`src/rtl/pipe_ctrl.sv`:
```
// Pipeline hold/flush controller: merges jump, divide, fetch-wait and load-use
// requests into one consistent strobe set, with statistics and a fetch-wait watchdog.
module pipe_ctrl #(
    parameter int ADDR_W    = 32,
    parameter int FLUSH_CYC = 2,
    parameter int WDOG_MAX  = 1023
) (
    input  logic              clk_100MHz,
    input  logic              rst,
    input  logic              jump_req_i,
    input  logic [ADDR_W-1:0] jump_addr_i,
    input  logic              div_busy_i,
    input  logic              load_use_i,
    input  logic              bus_wait_i,
    output logic              pc_jump_ena_o,
    output logic [ADDR_W-1:0] pc_jump_addr_o,
    output logic              hold_pc_o,
    output logic              hold_if_id_o,
    output logic              hold_id_ex_o,
    output logic              flush_if_id_o,
    output logic              flush_id_ex_o,
    output logic              div_cancel_o,
    output logic [31:0]       stall_cnt_o,
    output logic [31:0]       flush_cnt_o,
    output logic              wdog_trip_o,
    output logic [1:0]        fsm_state
);

    typedef enum logic [1:0] {
        RUN      = 2'd0,
        FLUSH    = 2'd1,
        DIV_WAIT = 2'd2
    } state_t;

    localparam int FL_W = (FLUSH_CYC > 2) ? $clog2(FLUSH_CYC) : 1;
    localparam logic [FL_W-1:0] FL_LOAD = FL_W'(FLUSH_CYC - 1);
    localparam int WD_W = $clog2(WDOG_MAX + 1);
    localparam logic [WD_W-1:0] WD_MAX  = WD_W'(WDOG_MAX);
    localparam logic [WD_W-1:0] WD_LAST = WD_W'(WDOG_MAX - 1);

    state_t            state;
    logic [FL_W-1:0]   flush_left;
    logic [WD_W-1:0]   wdog_cnt;
    logic              any_hold;

    assign fsm_state = state;
    assign any_hold  = hold_pc_o | hold_if_id_o | hold_id_ex_o;

    // Priority jump > flush tail > div_busy > bus_wait > load_use; all quiet in reset.
    always_comb begin
        pc_jump_ena_o  = 1'b0;
        pc_jump_addr_o = '0;
        hold_pc_o      = 1'b0;
        hold_if_id_o   = 1'b0;
        hold_id_ex_o   = 1'b0;
        flush_if_id_o  = 1'b0;
        flush_id_ex_o  = 1'b0;
        div_cancel_o   = 1'b0;
        if (!rst) begin
            if (jump_req_i) begin
                pc_jump_ena_o  = 1'b1;
                pc_jump_addr_o = jump_addr_i;
                flush_if_id_o  = 1'b1;
                flush_id_ex_o  = 1'b1;
                div_cancel_o   = div_busy_i;
            end else if (state == FLUSH) begin
                flush_if_id_o  = 1'b1;
                flush_id_ex_o  = 1'b1;
            end else if (div_busy_i) begin
                hold_pc_o      = 1'b1;
                hold_if_id_o   = 1'b1;
                hold_id_ex_o   = 1'b1;
            end else if (bus_wait_i) begin
                hold_pc_o      = 1'b1;
                flush_if_id_o  = 1'b1;
            end else if (load_use_i) begin
                hold_pc_o      = 1'b1;
                hold_if_id_o   = 1'b1;
                flush_id_ex_o  = 1'b1;
            end
        end
    end

    always_ff @(posedge clk_100MHz) begin
        if (rst) begin
            state       <= RUN;
            flush_left  <= '0;
            wdog_cnt    <= '0;
            stall_cnt_o <= '0;
            flush_cnt_o <= '0;
            wdog_trip_o <= 1'b0;
        end else begin
            if (jump_req_i) begin
                flush_left <= FL_LOAD;
                state      <= (FL_LOAD != '0) ? FLUSH : RUN;
                if (flush_cnt_o != '1) flush_cnt_o <= flush_cnt_o + 32'd1;
            end else begin
                case (state)
                    FLUSH: begin
                        flush_left <= flush_left - FL_W'(1);
                        state      <= (flush_left == FL_W'(1)) ? RUN : FLUSH;
                    end
                    default: state <= div_busy_i ? DIV_WAIT : RUN;
                endcase
            end

            if (any_hold && stall_cnt_o != '1) stall_cnt_o <= stall_cnt_o + 32'd1;

            // The trip flag rises together with wdog_cnt reaching WDOG_MAX.
            if (bus_wait_i) begin
                if (wdog_cnt != WD_MAX) wdog_cnt <= wdog_cnt + WD_W'(1);
                if (wdog_cnt >= WD_LAST) wdog_trip_o <= 1'b1;
            end else begin
                wdog_cnt <= '0;
            end
        end
    end

endmodule
```
`config.mk`:
```
export PLATFORM = sky130hd
export DESIGN_NAME = pipe_ctrl
export DESIGN_NICKNAME = d
export VERILOG_FILES = /design/src/rtl/pipe_ctrl.sv
export SDC_FILE = /design/constraint.sdc
export NUM_CORES = 1
export LEC_CHECK = 0
export ABC_AREA = 1
export BUFFER_PORTS_ARGS = -buffer_cell sky130_fd_sc_hd__buf_2
export CAP_MARGIN = 20
export CELL_PAD_IN_SITES_DETAIL_PLACEMENT = 0
export CELL_PAD_IN_SITES_GLOBAL_PLACEMENT = 2
export CORE_UTILIZATION = 24
export CTS_CLUSTER_DIAMETER = 120
export DETAILED_ROUTE_END_ITERATION = 8
export HOLD_SLACK_MARGIN = 0.02
export PLACE_DENSITY = 0.8
export RECOVER_POWER = 50
export SLEW_MARGIN = 0
export SYNTH_ARGS = -nofsm -noshare
export SYNTH_HDL_FRONTEND = slang
export SYNTH_SLANG_ARGS = --single-unit
```
`constraint.sdc`:
```
create_clock -name clk_100MHz -period 1.8 [get_ports clk_100MHz]
set_clock_uncertainty 0.15 [all_clocks]
set_input_delay 0.27 -clock clk_100MHz [delete_from_list [all_inputs] [get_ports clk_100MHz]]
set_output_delay 0.27 -clock clk_100MHz [all_outputs]
set_load 0.02 [all_outputs]
```
# Word-level counts from Yosys, hierarchy flattened
# Index checks and enable logic that the tools add are counted.
[totals] ff_bits=78 output_inout_bits=106 word_cells=61 in_bits=38
[op_classes] bitwise=3 addsub=4 muxes=36 n_eq_ne=4 n_lt_le_gt_ge=1 n_reduce_logical=6
[op_table] op="$add A32 B1 Y32 const B" count=2
[op_table] op="$mux W32" count=2
[op_table] op="$ne A32 B32 Y1 const B" count=2
[op_table] op="$mux W1" count=32
[op_table] op="$add A10 B1 Y10 const B" count=1
[op_table] op="$ge A10 B10 Y1 const B" count=1
[op_table] op="$ne A10 B10 Y1 const B" count=1
[op_table] op="$mux W2" count=2
[op_table] op="$reduce_and A2 Y1" count=2
[op_table] op="$reduce_or A2 Y1" count=2
[op_table] op="$eq A2 B1 Y1 const B" count=1
[op_table] op="$or A1 B1 Y1" count=2
[op_table] op="$reduce_bool A2 Y1" count=1
[op_table] op="$logic_and A1 B1 Y1" count=1
[op_table] op="$not A1 Y1" count=1
[op_table] op="$sub A1 B1 Y1 const B" count=1

# Longest topological paths before layout
# Gate-level depths: netlist of run 1.
[depth] ltp_word=9 ltp_mapped=11

# Least setup slack after synthesis of run 1
# OpenSTA, ideal clock, no wires.
[synth_timing] path_kind="register -> register" start="register stall_cnt_o[0]" end="register stall_cnt_o[22]" arrival_ns=1.702 setup_slack_ns=-0.192 path_stages_with_launch=12 setup_ns=0.141 period_less_slack_ns=1.992 cell_sequence="dfxtp_1 > ha_1 > nand2_2 > nor2_4 > nand2_4 > nor2_8 > nand2_4 > nand2_8 > inv_2 > buf_6 > nand2_1 > a21oi_2"
[synth_between] elab_chain_len=2 elab_cells_between_ends=3
[synth_lines] element="start: declaration" line_no="23" source="output logic [31:0] stall_cnt_o,"
[synth_lines] element="start signal: assignment" line_no="107" source="if (any_hold && stall_cnt_o != '1) stall_cnt_o <= stall_cnt_o + 32'd1;"
[synth_lines] element="parallel branches: the longest is 2 deep, another holds $add A32 B1 Y32"
# Parallel ways; which one is timed is not known.
# A chain may end at the register's enable or synchronous reset.

# Worst setup path in the final report of run 1
[layout_timing] start="register state[1], in the netlist fsm_state[1]" end="output hold_pc_o"
[layout_between] elab_chain_len=4
[layout_lines] element="start: declaration" line_no="41" source="state_t state;"
[layout_lines] element="start signal: assignment" line_no="95" source="state <= (FL_LOAD != '0) ? FLUSH : RUN;"
[layout_lines] element="start signal: assignment" line_no="101" source="state <= (flush_left == FL_W'(1)) ? RUN : FLUSH;"
[layout_lines] element="start signal: assignment" line_no="103" source="default: state <= div_busy_i ? DIV_WAIT : RUN;"
[layout_lines] element="$eq A2 B1 Y1" line_no="66" source="end else if (state == FLUSH) begin"
[layout_lines] element="$mux W1" line_no="66"
[layout_lines] element="$mux W1" line_no="60" source="if (jump_req_i) begin"
[layout_lines] element="$mux W1" line_no="59" source="if (!rst) begin"
[layout_lines] element="end: declaration" line_no="17" source="output logic hold_pc_o,"
# Every way passes these cells.

==> results.toml, run 1 <==
[run_status]
status = "completed"

[synth]
ys_seq_area_share_pct = 30.1
syn_inst = 856
synth_ff_type = "dfxtp_1"
synth_mux_area_share_pct = 0
synthAdderAreaFrac_pct = 0.966
syn_nets = 898
yosysWarnings = 0
synth-xor-area-share_pct = 5.07
synth-async-reset-ratio_pct = 0
synth_seq_cells = 78
post_synth_num_cell_types = 34
synth_compound_area_share_pct = 8.14
synth_area_per_cell_um2 = 6.05
synth_area_mm2 = 0.00518
yosys.area_share.simple_pct = 46.9
synth_top_family_by_area = "simple AND/OR/NAND/NOR gates"
synth_edf_count = 0

[clocking]
cts_tree = "built"
cts_buffer_depth = 2
root_buffer = "clkbuf_16"
cts_inserted_buffers = 9
clk_pin_slew_ns = 0.06
cts_hold_buf = 0
htree_levels = 3
cts.sink_count = 78
clock_latency_ns = 0.35

[cells_and_area]
num_antenna_cells = 0
nNetsFinal = 1129
postLayoutCoreUtil_pct = 34.6
layout-drive-gt1-share_pct = 27.7
fillers = 2415
instances_no_fill = 1367
area_delta_synth_final_pct = 40.8

[placed_design]
globalplace.congestion = 0.786
port_buffers = 143
pre_cts_ws_ns = -0.0288
hpwl_mm = 13.2
placed_cells = 1342

[worst_setup_path]
cpPeakStageDelay_ns = 0.32
worst_ep_required_time_ns = 1.38
critPathCaptureType = "primary output"
arrival_ns = 1.31
critPathLaunchType = "flop"
critPathBufInv = 3
crit_fanout = 4
critPathKind = "reg -> out"
path_cells = "inv_1 > nand2_2 > nand3_2 > nor2_4 > buf_12 > buf_4"
critPathTopFamily = "simple AND/OR/NAND/NOR gates"
crit_slowest_cell = "dfxtp_2"

[global_route]
grt-ovfl-total = 0
first_global_vias = 5274
grt_use_total_pct = 15.5
grt_pass1_wl_mm = 27.0
grt_max_degree = 37
antenna_found_initial = 0

[timing]
max_slew_margin_pct = 62.5
final_max_slew_viol_count = 0
fmax_mhz = 577
report.final.setup_viol = 0
layout_min_cycle_time_ns = 1.73
tightest_slew_ns = 0.558
rsz0062_at_grt = "true"
setup_ws_ns = 0.0676
hold_viol_final = 0
period_share_pct = 96.2

[detailed_routing]
drc_errors = 0
first_pass_iters = 6
viasPerCell = 4.19
routed_wl_mm = 17.1
postRouteAntennaNets = 0
route.vias.total = 5727
wl_met3_um = 543
dr_wl_met2_mm = 8.09
drt_iter0_drc = 200
wl_per_cell_um = 12.5
wl_met1_mm = 8.28
top_layer_used = "met4"

[floorplan]
initial_core_util_pct = 24.6
die_x_um = 149
core-area_mm2 = 0.0211
die_h_um = 149
row_count = 53
pin_count = 144
dieArea_mm2 = 0.0222

[power_and_ir_drop]
powerDensity_mw_per_mm2 = 579
p_leak_nw = 3.09
ir_drop_uv = 395
power_w = 0.00422

[hold_path]
hp-class = "in -> reg"

[run]
cap_violations = 0
## through the flow
stage          hold WS [ns]  TNS [ns]  instance area, um^2
2_1_floorplan         0.283         0                 5230
3_3_place_gp          0.285   -0.0271                 6870
3_5_place_dp          0.296   -0.0634                 6870
4_1_cts              0.0939         0                 7230
5_1_grt               0.126   -0.0336                 7300
6_report              0.102         0                 7300
## tightest hold or removal path, stage by stage
cell and delay [ns]:
buf_2 0.12, o211ai_1 0.09, a21oi_1 0.06
## Yosys cell counts, types with 2 or more instances
cell type / number / share of area [%]
a21oi_1: 25 / 2.4
a21oi_2: 21 / 3.5
buf_1: 6 / 0.43
buf_2: 2 / 0.19
buf_6: 7 / 1.5
clkbuf_1: 8 / 0.58
dfxtp_1: 78 / 30
ha_1: 4 / 0.97
inv_1: 74 / 5.4
inv_2: 3 / 0.22
nand2_1: 306 / 22
nand2_2: 12 / 1.4
nand2_4: 4 / 0.87
nand2_8: 2 / 0.77
nand3_1: 35 / 3.4
nand3b_1: 2 / 0.29
nand4_1: 13 / 1.6
nor2_1: 180 / 13
nor2_2: 6 / 0.72
nor2_4: 4 / 0.87
nor2_8: 2 / 0.77
nor3_1: 8 / 0.77
o21ai_0: 15 / 1.4
xnor2_1: 13 / 2.2
xor2_1: 17 / 2.9
## flip-flops by register name (all words and copies together) (netlist names)
signal       flops
fsm_state        2
wdog_cnt        10
stall_cnt_o     32
flush_cnt_o     32
wdog_trip_o      1
flush_left       1
## cell families after synthesis
kind of cell	after synthesis
DFF	78
xor gates and xnor gates	30
AOI/OAI and AO/OA	66
buffers and inverters	102
and+or+nand+nor	576
adders and majority gates	4
## area by class of cell
type	count	area, um^2	area share [%]
Multi-Input combinational cell	676	3280	44.9
Clock buffer	10	239	3.28
Tap cell	275	344	4.72
Timing Repair Buffer	245	1460	20.0
Clock inverter	6	83.8	1.15
Sequential cell	78	1600	21.9
Inverter	77	294	4.03
## timing repair
action | in CTS | in global routing
buffers inserted | 2 | 7
pin swaps | 1 | 10
setup endpoints to repair | 24 | 66
cloned | 0 | 0
resized for setup | 7 | 49
## layer usage
| metal | vias to the layer above | track usage, % |
|---|---|---|
| li1 | 3103 | - |
| met5 | - | 0 |
| met4 | 0 | 4.13 |
| met2 | 89 | 26.1 |
| met3 | 12 | 2.57 |
| met1 | 2523 | 20.4 |
## path summary, 6_finish.rpt
path / startpoint / endpoint / slack (ns) / depth (start not counted)
setup / recovery: fsm_state[1]$_SDFF_PP0_ / hold_pc_o / 0.07 / 6
hold reg to reg: wdog_trip_o$_SDFFE_PP0P_ / wdog_trip_o$_SDFFE_PP0P_ / 0.31 / 2
hold / removal: bus_wait_i / wdog_trip_o$_SDFFE_PP0P_ / 0.10 / 3
setup reg to reg: flush_cnt_o[1]$_SDFFE_PP0P_ / flush_cnt_o[19]$_SDFFE_PP0P_ / 0.08 / 11
## power by group
part / leakage, nW / internal, W / total [W] / switching, W
Sequential: 0.642 / 0.00174 / 0.00175 / 0.0000134
Clock: 0.159 / 0.00125 / 0.00203 / 0.000778
Combinational: 2.29 / 0.000166 / 0.000443 / 0.000277
## layout by cell type, fill, tap and decap left out, types with 16 or more instances in the layout
cell type,instances
nand2_1,302
nor2_2,21
clkbuf_1,64
nand3_1,33
buf_4,99
buf_2,70
a21oi_1,25
dfxtp_2,20
inv_1,73
nor2_1,162
xor2_1,17
dfxtp_1,55
nand2_2,16
a21oi_2,21
(Power assumes the default switching activity.)
==> inputs of run 2 (changes only) <==
--- a/config.mk
+++ b/config.mk
@@ -10,11 +10,12 @@
 export CAP_MARGIN = 20
 export CELL_PAD_IN_SITES_DETAIL_PLACEMENT = 0
 export CELL_PAD_IN_SITES_GLOBAL_PLACEMENT = 2
-export CORE_UTILIZATION = 24
+export CORE_UTILIZATION = 25
+export CTS_BUF_LIST = sky130_fd_sc_hd__clkbuf_8
 export CTS_CLUSTER_DIAMETER = 120
 export DETAILED_ROUTE_END_ITERATION = 8
 export HOLD_SLACK_MARGIN = 0.02
-export PLACE_DENSITY = 0.8
+export PLACE_DENSITY_LB_ADDON = 0.05
 export RECOVER_POWER = 50
 export SLEW_MARGIN = 0
 export SYNTH_ARGS = -nofsm -noshare
==> run 2 against run 1 <==
Against the previous run:
- first-iteration DRC count increased by 27%
- global-route usage increased by 2.2 points
- sequential share of layout area decreased by 0.91 points
- routed wire length increased by 7.9%
- sequential power about the same
- via count increased by 2.8%
- largest cell class unchanged
==> results.toml, run 2 (same netlist as run 1, synthesis figures left out) <==
[placed_design]
hpwl_mm = 14.9
port_buffers = 143
globalplace.congestion = 0.782
pre_cts_ws_ns = -0.0219
placedInstanceArea_mm2 = 0.00709

[global_route]
grt_pass1_wl_mm = 29.5
grt_max_degree = 47
antenna_found_initial = 0
grt_use_total_pct = 17.7
grt-ovfl-total = 0
first_global_vias = 5595

[detailed_routing]
route.vias.total = 5886
dr_wl_met2_mm = 9.16
wl_met1_mm = 8.51
wl_per_cell_um = 13.3
wl_met3_um = 533
routed_wl_mm = 18.5
drt_iter0_drc = 253
viasPerCell = 4.22
first_pass_iters = 4
drc_errors = 0
top_layer_used = "met4"
postRouteAntennaNets = 0

[timing]
rsz0062_at_grt = "true"
layout_min_cycle_time_ns = 1.72
max_slew_margin_pct = 73.4
setup_ws_ns = 0.0818
hold_slack_ns = 0.0454
report.final.setup_viol = 0
final_max_slew_viol_count = 0
hold_viol_final = 0
fmax_mhz = 582
period_share_pct = 95.5
tightest_slew_ns = 0.399

[cells_and_area]
layout_common_cells = "nand2_1 (297), nor2_1 (157), buf_2 (138)"
num_antenna_cells = 0
finalInstanceArea_mm2 = 0.00764
area_delta_synth_final_pct = 47.4
layout-drive-gt1-share_pct = 37.2
fillers = 2333
final_common_cell = "nand2_1"
nNetsFinal = 1161
reg_top3 = "flush_cnt_o x32, stall_cnt_o x32, wdog_cnt x10"
postLayoutCoreUtil_pct = 37.6

[floorplan]
pin_count = 144
row_count = 52
dieArea_mm2 = 0.0213
core-area_mm2 = 0.0203
die_h_um = 146
initial_core_util_pct = 25.5
die_x_um = 146

[worst_setup_path]
arrival_ns = 1.30
crit_fanout = 3
worst_ep_required_time_ns = 1.38
critPathLaunchType = "flop"
critPathKind = "reg -> out"
critPathCaptureType = "primary output"

[clocking]
clk_pin_slew_ns = 0.10
cts_tree = "built"
cts_inserted_buffers = 9
cts_buffer_depth = 2
root_buffer = "clkbuf_8"
htree_levels = 3
clock_latency_ns = 0.38
cts.sink_count = 78
cts_hold_buf = 0

[power_and_ir_drop]
ir_drop_uv = 285
p_leak_nw = 3.52
power_w = 0.00378
powerDensity_mw_per_mm2 = 495

[run_status]
status = "completed"

[hold_path]
hp-class = "in -> reg"

[run]
cap_violations = 0
## run 2: cell count changes in the layout (fill, tap and decap cells not counted), sizes merged
cell and change:
inv +2, buf +102, clkinv -2, clkinvlp +1, clkbuf -71
## run 2: timing repair
item | CTS | global route
pin swaps | 1 | 20
gates resized for setup | 15 | 73
setup buffers | 4 | 7
cloned | 0 | 0
endpoints found under the hold margin | 0 | 0
setup endpoints to repair | 33 | 67
## run 2: area by class of cell
type	count	area (um^2)	share of cell area [%]
Tap cell	270	338	4.42
Sequential cell	78	1600	21.0
Inverter	77	292	3.82
Timing Repair Buffer	277	1800	23.6
Multi-Input combinational cell	676	3380	44.3
Clock buffer	9	124	1.62
Clock inverter	7	96.3	1.26
## run 2: worst max-delay path, stage by stage, from the launching register on
cell and delay (ns):
dfxtp_2 0.36, inv_2 0.04, nand2_4 0.07, inv_2 0.05, o21ai_4 0.15, o31ai_1 0.09
buf_2 0.16
## run 2: metrics by stage
step	setup TNS [ns]	std cells
5_1_grt	-0.0592	1394
3_3_place_gp	-0.00641	1368
4_1_cts	-0.0503	1388
2_1_floorplan	0	856
6_report	0	1394
3_5_place_dp	-0.114	1368
## run 2: metal layers
layer / vias up / GRT usage (%)
met5: - / 0
met4: 0 / 5.00
met3: 20 / 2.19
met2: 97 / 31.1
met1: 2601 / 22.6
li1: 3168 / -
## run 2: worst paths after layout
kind | startpoint | to | cells past startpoint | slack, ns
worst max-delay path | fsm_state[1]$_SDFF_PP0_ | flush_id_ex_o | 6 | 0.08
worst min-delay path | bus_wait_i | wdog_trip_o$_SDFFE_PP0P_ | 3 | 0.05
worst max register to register | stall_cnt_o[0]$_SDFFE_PP0P_ | stall_cnt_o[18]$_SDFFE_PP0P_ | 11 | 0.11
worst min register to register | wdog_trip_o$_SDFFE_PP0P_ | wdog_trip_o$_SDFFE_PP0P_ | 2 | 0.30
## run 2: power breakdown
group	leakage (nW)	internal [W]	switching, W
Combinational	2.77	0.000174	0.000279
Sequential	0.641	0.00174	0.0000180
Clock	0.108	0.000787	0.000785
==> inputs of run 3 (changes only) <==
--- a/config.mk
+++ b/config.mk
@@ -6,7 +6,7 @@
 export NUM_CORES = 1
 export LEC_CHECK = 0
 export ABC_AREA = 1
-export BUFFER_PORTS_ARGS = -buffer_cell sky130_fd_sc_hd__buf_2
+export BUFFER_PORTS_ARGS = -buffer_cell sky130_fd_sc_hd__buf_4
 export CAP_MARGIN = 20
 export CELL_PAD_IN_SITES_DETAIL_PLACEMENT = 0
 export CELL_PAD_IN_SITES_GLOBAL_PLACEMENT = 2
==> run 3 against run 2 <==
Against the previous run:
- sequential power about the same
- cell count decreased by 1.1%
- maximum frequency decreased by 1.8%
==> results.toml, run 3 (same netlist as run 1, synthesis figures left out) <==
[cells_and_area]
final_common_cell = "nand2_1"
instances_no_fill = 1378
fillers = 2309
layout_common_cells = "nand2_1 (298), buf_4 (249), nor2_1 (164)"
postLayoutCoreUtil_pct = 38.7
nNetsFinal = 1145
area_delta_synth_final_pct = 51.7
layout-drive-gt1-share_pct = 35.5
regArea_mm2 = 0.00160
num_antenna_cells = 0
multi_input_area_mm2 = 0.00337
reg_top3 = "flush_cnt_o x32, stall_cnt_o x32, wdog_cnt x10"

[clocking]
cts_tree = "built"
cts.sink_count = 78
clk_pin_slew_ns = 0.08
cts_buffer_depth = 2
cts_inserted_buffers = 9
htree_levels = 3
root_buffer = "clkbuf_8"
clock_latency_ns = 0.38
cts_hold_buf = 0

[power_and_ir_drop]
p_leak_nw = 3.49
ir_drop_uv = 239
powerDensity_mw_per_mm2 = 480

[worst_setup_path]
critPathKind = "reg -> out"
cpPeakStageDelay_ns = 0.34
arrival_ns = 1.33
critPathCaptureType = "primary output"
crit_path_frequent_cell = "buf_6"
critPathLaunchType = "flop"
crit_fanout = 3
crit_slowest_cell = "dfxtp_2"
worst_ep_required_time_ns = 1.38
path_cells = "inv_2 > nand2_4 > inv_4 > o21ai_2 > buf_6 > o31ai_4 > buf_6"

[global_route]
grt_max_degree = 55
grt_pass1_wl_mm = 29.4
antenna_found_initial = 0
grt-ovfl-total = 0
grt_use_total_pct = 17.6
first_global_vias = 5613

[detailed_routing]
viasPerCell = 4.24
route.vias.total = 5839
postRouteAntennaNets = 0
wl_per_cell_um = 13.4
drt_iter0_drc = 239
first_pass_iters = 4
drc_errors = 0
routed_wl_mm = 18.5

[run_status]
status = "completed"

[floorplan]
pin_count = 144
core-area_mm2 = 0.0203
die_x_um = 146
initial_core_util_pct = 25.5
die_h_um = 146
dieArea_mm2 = 0.0213
row_count = 52

[timing]
hold_viol_final = 0
setup_ws_ns = 0.0503
rsz0062_at_grt = "true"
layout_min_cycle_time_ns = 1.75
period_share_pct = 97.2
final_max_slew_viol_count = 0
fmax_mhz = 572
max_slew_margin_pct = 76.4
report.final.setup_viol = 0
tightest_slew_ns = 0.354

[run]
cap_violations = 0

[placed_design]
globalplace.congestion = 0.792
port_buffers = 143
hpwl_mm = 14.4
placed_cells = 1357
pre_cts_ws_ns = -0.0196

[hold_path]
hp-class = "in -> reg"
run 3: layout make-up:
cell class	count	area share [%]
well taps	270	4.30
multi-input cells	676	42.9
repair buffers	261	26.0
clock inverters	7	1.15
flip-flops and latches	78	20.3
inverters	77	3.74
clock buffers	9	1.58
run 3: report_power, final:
part / internal, W / switching (W)
Combinational: 0.000216 / 0.000289
Clock: 0.000774 / 0.000742
Sequential: 0.00174 / 0.0000162
run 3: per-stage QoR:
step           setup TNS [ns]  hold slack [ns]  area (um^2)  power [W]
6_report                    0           0.0699         7860    0.00378
2_1_floorplan               0            0.283         5230    0.00204
4_1_cts               -0.0122           0.0322         7630    0.00385
3_3_place_gp          -0.0510            0.291         7360    0.00227
3_5_place_dp          -0.0328            0.299         7360    0.00227
5_1_grt                -0.135           0.0490         7860    0.00395
run 3: critical path, delay by kind of cell, from the launching register on:
kind | cells | cell delay, ns
flops | 1 | 0.34
buf+inv | 4 | 0.34
compound gates | 2 | 0.19
simple gates | 1 | 0.08
run 3: metal layers:
metal / part of all wire [%] / track usage, % / vias up
met5: 0 / 0 / -
met4: 0.85 / 3.32 / 0
met3: 3.3 / 3.57 / 12
met2: 50 / 31.3 / 90
met1: 46 / 21.9 / 2607
li1: - / - / 3130
run 3: final timing paths:
path | from | end | slack (ns) | depth (start not counted)
min reg2reg | wdog_trip_o$_SDFFE_PP0P_ | wdog_trip_o$_SDFFE_PP0P_ | 0.31 | 2
max | fsm_state[1]$_SDFF_PP0_ | flush_id_ex_o | 0.05 | 7
max reg2reg | flush_cnt_o[1]$_SDFFE_PP0P_ | flush_cnt_o[10]$_SDFFE_PP0P_ | 0.09 | 9
min | bus_wait_i | wdog_trip_o$_SDFFE_PP0P_ | 0.07 | 3
run 3: timing repair:
action / in CTS / in global routing
pin swaps: 3 / 16
setup endpoints to repair: 16 / 63
resized for setup: 13 / 67
setup buffers: 4 / 2
